[src/rtl/word_ping_pkg.sv]
// Shared widths, blink state encoding and stage-1 payload for the PING banner renderer.
package word_ping_pkg;

  localparam int unsigned WORD_W = 128;
  localparam int unsigned WORD_H = 32;
  localparam int unsigned ROW_AW = 5;
  localparam int unsigned COL_AW = 7;
  localparam int unsigned RGB_W  = 12;
  localparam int unsigned PIX_W  = 10;
  localparam int unsigned CNT_W  = 8;

  typedef enum logic [1:0] {
    ST_OFF   = 2'd0,
    ST_ON    = 2'd1,
    ST_BLANK = 2'd2
  } blink_state_e;

  typedef struct packed {
    logic              in_box;
    logic              vid;
    logic [COL_AW-1:0] col;
  } stage1_t;

endpackage

[src/rtl/word_ping_blink.sv]
// Frame-counted blink FSM; visible is high only while the banner is in its ON phase.
module word_ping_blink
  import word_ping_pkg::*;
#(
  parameter int unsigned BLINK_ON_FRAMES  = 30,
  parameter int unsigned BLINK_OFF_FRAMES = 30
) (
  input  logic clk,
  input  logic reset,
  input  logic enable,
  input  logic frame_tick,
  output logic visible
);

  localparam logic [CNT_W-1:0] ON_LAST  = CNT_W'(BLINK_ON_FRAMES - 1);
  localparam logic [CNT_W-1:0] OFF_LAST = CNT_W'(BLINK_OFF_FRAMES - 1);
  localparam bit               STEADY   = (BLINK_OFF_FRAMES == 0);

  blink_state_e     state_q, state_d;
  logic [CNT_W-1:0] cnt_q, cnt_d;
  logic             visible_q, visible_d;

  always_ff @(posedge clk) begin
    if (reset) begin
      state_q   <= ST_OFF;
      cnt_q     <= '0;
      visible_q <= 1'b0;
    end else begin
      state_q   <= state_d;
      cnt_q     <= cnt_d;
      visible_q <= visible_d;
    end
  end

  // Dropping enable wins over a coincident frame_tick.
  always_comb begin
    state_d = state_q;
    cnt_d   = cnt_q;
    if (!enable) begin
      state_d = ST_OFF;
      cnt_d   = '0;
    end else begin
      case (state_q)
        ST_OFF: begin
          state_d = ST_ON;
          cnt_d   = '0;
        end
        ST_ON: begin
          if (STEADY) begin
            cnt_d = '0;
          end else if (frame_tick) begin
            if (cnt_q == ON_LAST) begin
              state_d = ST_BLANK;
              cnt_d   = '0;
            end else begin
              cnt_d = cnt_q + CNT_W'(1);
            end
          end
        end
        ST_BLANK: begin
          if (frame_tick) begin
            if (cnt_q == OFF_LAST) begin
              state_d = ST_ON;
              cnt_d   = '0;
            end else begin
              cnt_d = cnt_q + CNT_W'(1);
            end
          end
        end
        default: begin
          state_d = ST_OFF;
          cnt_d   = '0;
        end
      endcase
    end
  end

  always_comb begin
    visible_d = (state_d == ST_ON);
  end

  assign visible = visible_q;

endmodule

[src/rtl/word_ping_render.sv]
// Two-stage banner renderer: box mapping + ROM row address, then pixel select and colour.
// Define WORD_PING_SCALE2_EN to draw the banner at 2x scale.
module word_ping_render
  import word_ping_pkg::*;
#(
  parameter int unsigned      X0               = 256,
  parameter int unsigned      Y0               = 224,
  parameter logic [RGB_W-1:0] FG_COLOR         = 12'hFFF,
  parameter logic [RGB_W-1:0] BG_COLOR         = 12'h000,
  parameter int unsigned      BLINK_ON_FRAMES  = 30,
  parameter int unsigned      BLINK_OFF_FRAMES = 30
) (
  input  logic              clk,
  input  logic              reset,
  input  logic [PIX_W-1:0]  pixel_x,
  input  logic [PIX_W-1:0]  pixel_y,
  input  logic              video_on,
  input  logic              frame_tick,
  input  logic              enable,
  output logic [ROW_AW-1:0] drom_addr_num,
  input  logic [WORD_W-1:0] drom_data_num,
  output logic              word_on,
  output logic [RGB_W-1:0]  rgb
);

  localparam int unsigned CMP_W = PIX_W + 1;
`ifdef WORD_PING_SCALE2_EN
  localparam int unsigned BOX_W = 2 * WORD_W;
  localparam int unsigned BOX_H = 2 * WORD_H;
`else
  localparam int unsigned BOX_W = WORD_W;
  localparam int unsigned BOX_H = WORD_H;
`endif
  localparam logic [CMP_W-1:0] X_LO = CMP_W'(X0);
  localparam logic [CMP_W-1:0] X_HI = CMP_W'(X0 + BOX_W);
  localparam logic [CMP_W-1:0] Y_LO = CMP_W'(Y0);
  localparam logic [CMP_W-1:0] Y_HI = CMP_W'(Y0 + BOX_H);

  logic [CMP_W-1:0]  px, py;
  logic [ROW_AW-1:0] row;
  stage1_t           s1_q, s1_d;
  logic [ROW_AW-1:0] addr_q, addr_d;
  logic              word_on_q, word_on_d;
  logic [RGB_W-1:0]  rgb_q, rgb_d;
  logic              visible;

  word_ping_blink #(
    .BLINK_ON_FRAMES (BLINK_ON_FRAMES),
    .BLINK_OFF_FRAMES(BLINK_OFF_FRAMES)
  ) u_blink (
    .clk       (clk),
    .reset     (reset),
    .enable    (enable),
    .frame_tick(frame_tick),
    .visible   (visible)
  );

  // Stage 1: box test in 11 bits so the edges never wrap; row address holds outside the box.
  always_comb begin
    px          = {1'b0, pixel_x};
    py          = {1'b0, pixel_y};
    s1_d.in_box = (px >= X_LO) && (px < X_HI) && (py >= Y_LO) && (py < Y_HI);
    s1_d.vid    = video_on;
`ifdef WORD_PING_SCALE2_EN
    s1_d.col    = COL_AW'((px - X_LO) >> 1);
    row         = ROW_AW'((py - Y_LO) >> 1);
`else
    s1_d.col    = COL_AW'(px - X_LO);
    row         = ROW_AW'(py - Y_LO);
`endif
    addr_d      = s1_d.in_box ? row : addr_q;
  end

  // Stage 2: ROM data is already valid for the registered row address.
  always_comb begin
    word_on_d = s1_q.in_box && s1_q.vid && visible && drom_data_num[s1_q.col];
    if (word_on_d) begin
      rgb_d = FG_COLOR;
    end else if (s1_q.vid) begin
      rgb_d = BG_COLOR;
    end else begin
      rgb_d = '0;
    end
  end

  always_ff @(posedge clk) begin
    if (reset) begin
      s1_q      <= '0;
      addr_q    <= '0;
      word_on_q <= 1'b0;
      rgb_q     <= '0;
    end else begin
      s1_q      <= s1_d;
      addr_q    <= addr_d;
      word_on_q <= word_on_d;
      rgb_q     <= rgb_d;
    end
  end

  assign drom_addr_num = addr_q;
  assign word_on       = word_on_q;
  assign rgb           = rgb_q;

endmodule

[config.mk]
export PLATFORM = sky130hd
export DESIGN_NAME = word_ping_render
export DESIGN_NICKNAME = d
export VERILOG_FILES = /design/src/rtl/word_ping_pkg.sv /design/src/rtl/word_ping_blink.sv /design/src/rtl/word_ping_render.sv
export SDC_FILE = /design/constraint.sdc
export NUM_CORES = 1
export LEC_CHECK = 0
export ABC_CLOCK_PERIOD_IN_PS = 2750
export BUFFER_PORTS_ARGS = -buffer_cell sky130_fd_sc_hd__buf_2
export CORE_MARGIN = 5
export CORE_UTILIZATION = 42
export CTS_BUF_LIST = sky130_fd_sc_hd__clkbuf_8
export DETAILED_ROUTE_END_ITERATION = 10
export HOLD_SLACK_MARGIN = 0.12
export PLACE_DENSITY_LB_ADDON = 0.15
export SLEW_MARGIN = 5
export SYNTH_ARGS = -nofsm -noshare
export SYNTH_HDL_FRONTEND = slang
export SYNTH_SLANG_ARGS = --single-unit
[constraint.sdc]
create_clock -name clk -period 2.75 [get_ports clk]
set_input_delay 0.275 -clock clk [delete_from_list [all_inputs] [get_ports clk]]
set_output_delay 0.275 -clock clk [all_outputs]
set_load 0.1 [all_outputs]
==> summary.md <==
| Metric | Value |
|---|---|
| Depth of the CTS H-tree | 1 |
| Max cap viols | 0 |
| Ys async rst share | 0 |
| I/O Buffers | 170 |
| Die height | 84.2 um |
| Antenna-violating nets left | 0 |
| Wire length per cell | 14.9 um |
| CTS tree | done |
| Clock transition at path regs | 0.08 ns |
| Met1 wire length | 2650 um |
| Post-CTS Resized | 0 |
| Die area | 7080 um2 |
| Crit path launch | s1_q[0]$_SDFF_PP0_ |
| CTS buffer count | 3 |
| Reg2reg end | rgb[10]$_SDFF_PP0_ |
| # rows | 27 |
| Min cycle time layout | 2.10 ns |
| Dpl cells | 447 |
| Setup crit end | rgb[10]$_SDFF_PP0_ |
| Starting Density | 0.425 |
| F_max | 475 MHz |
| Maximum root-to-sink buffer count | 2 |
| Seq/Total Area, Yosys | 0.225 |
| Setup ws final | 0.646 ns |
| Cells after synthesis | 228 |
| Core ar. | 5440 um2 |
| Met2 wire len | 3480 um |
| Crit path launch type | flop |
| Distinct cells, synth | 37 |
| WP data arrival | 2.30 ns |
| Clk Latency, worst-skew pair | 0.26 ns |
| TritonRoute pass-1 iters | 4 |
| FF+latch count, synth | 26 |
| Worst hold margin | 0.214 ns |
| Via count | 2267 |
| Slew @ Worst Pin | 0.776 ns |
| Max Used Layer | met5 |
| Total Routing Usage GR | 0.182 |
| Slew Viols, Final | 0 |
| Final WL | 6740 um |
| Post-route insts no fill | 451 |
| Worst setup path category | flop to flop |
| Initial antenna violation count | 1 |
| Die width | 84.2 um |
| Max FO, Critical Path | 9 |
| PD cells | 293 nW/um2 |
| Synth Warn # | 0 |
| Multi-input gate area in the final layout | 1590 um2 |
| HP Class | primary input to flop |
| Skew final | 0.00126 ns |
| Worst R2R Setup Slack | 0.65 ns |
| Syn Area/Cell | 10.1 um2 |
| Ant. Diodes | 0 |
| # Post-CTS Setup Buffers | 0 |
| Syn nets | 387 |
| Nets@finish | 539 |
| Place WS | 0.651 ns |
| Most frequent cells in the layout | 170 x buf_2, 38 x mux2i_1, 25 x dfxtp_1, 20 x mux4_2, 17 x nor2_1 |
| RSZ-0062 raised after global routing | no |
| Initial drt markers | 70 |
| I/O pins | 171 |
| Via/cell ratio | 5.03 |
| CP endpoint kind | flop |
| Post-synth EDFFs | 0 |
| Post-Syn Area | 2310 um2 |
| Max rail drop VDD | 0.293 mV |
| Required time of the worst setup path | 2.95 ns |
| Largest net degree at the start of global routing | 24 |
| DRC | 0 |
| Final Hold Fails | 0 |
| Clock sinks | 26 |
| Fin crit share | 0.765 |
| Max_slew headroom | 0.478 |
| Main synth FF type | dfxtp_1 |
| First-pass GRT wire length | 10800 um |
| RR Startpoint | s1_q[0]$_SDFF_PP0_ |
| Overflow after GRT | 0 |
| LEAKAGE | 1.46 nW |
| Final setup vio count | 0 |
| Commonest non-fill, non-tap cell in the layout | buf_2 |
| Gp weighted congestion | 0.830 |
| Overall power | 0.926 mW |
| Clock root cell | clkbuf_8 |
| Setup TNS | 0 ns |
| Sequential Area | 522 um2 |
| Status | finished clean |
| Area Overhead vs Synth | 36.9% |
| Share of cells above drive strength 1 | 0.554 |
| Dpl hpwl | 5830 um |
| Vias in the first global route | 2312 |
| Met3 WL | 579 um |
| Hold buffer count at CTS | 0 |
| Worst reg-to-reg path cell count | 6 |
| Layout fillers | 517 |
-- worst max-delay path, stage by stage, from the launching register on --
cell and delay, ns:
dfxtp_1 0.50, buf_4 0.23, mux4_2 0.52, nand4b_1 0.10, nand4b_1 0.10, or4_1 0.50
o211ai_2 0.08
-- area by class of cell --
| cell class | count | area share |
|---|---|---|
| Clock buffer | 4 | 0.0174 |
| Timing Repair Buffer | 175 | 0.281 |
| Tap cell | 72 | 0.0285 |
| Sequential cell | 26 | 0.165 |
| Multi-Input combinational cell | 170 | 0.504 |
| Inverter | 4 | 0.00475 |
-- kinds of logic after synthesis --
kind of cell	synth area share
simple gates	0.180
mux	0.389
buf+inv	0.0850
flops	0.225
compound gates	0.0612
xor+xnor	0.0265
fa+ha+maj	0.0325
-- Yosys cell counts, types with 4 or more instances --
library cell,number,share of area
nor2_1,17,0.028
mux2i_1,38,0.16
inv_1,4,0.0065
nand2_1,10,0.016
ha_1,6,0.033
xor2_1,4,0.015
nand4_1,5,0.014
nand2b_1,4,0.011
a22oi_1,6,0.020
a21oi_1,4,0.0087
dfxtp_1,26,0.23
buf_4,12,0.039
nor2b_1,14,0.038
mux4_2,20,0.20
nand4b_1,4,0.015
buf_2,6,0.013
nand3_1,7,0.015
clkbuf_1,7,0.011
mux2_2,6,0.029
-- routing by layer --
metal  vias up  track usage
met5         -            0
met2        79        0.323
met4         2       0.0219
met3         4       0.0491
li1       1141            -
met1      1041        0.228
-- through the flow --
step / util / instance area (um2)
final: 0.582 / 3160
after global placement: 0.571 / 3110
after floorplan: - / 2310
after global routing: 0.582 / 3160
after CTS: 0.582 / 3160
after detailed placement: 0.571 / 3110
-- state kept, by name (all words and copies together), names as in the netlist --
register,flops
rgb,1
drom_addr_num,5
u_blink.state_q,2
u_blink.cnt_q,8
u_blink.visible,1
s1_q,9
-- worst min-delay path by stage --
stage	startpoint	to	slack (ns)	depth (start not counted)
2_1_floorplan	reset	s1_q[0]$_SDFF_PP0_	0.35	1
3_3_place_gp	drom_addr_num[1]$_SDFFE_PP0P_	drom_addr_num[1]$_SDFFE_PP0P_	0.47	2
3_5_place_dp	drom_addr_num[4]$_SDFFE_PP0P_	drom_addr_num[4]$_SDFFE_PP0P_	0.48	2
4_1_cts	pixel_x[4]	s1_q[4]$_SDFF_PP0_	0.21	2
5_1_grt	pixel_x[6]	s1_q[6]$_SDFF_PP0_	0.21	2
6_report	pixel_x[4]	s1_q[4]$_SDFF_PP0_	0.21	2
-- where the power goes --
part	leakage, nW	internal [mW]	switching (mW)	total (mW)
combinational	1.22	0.182	0.102	0.284
clock	0.0288	0.128	0.111	0.239
sequential	0.212	0.385	0.0187	0.404
total	1.46	0.694	0.232	0.926
Power figures use the tool's default switching activity.
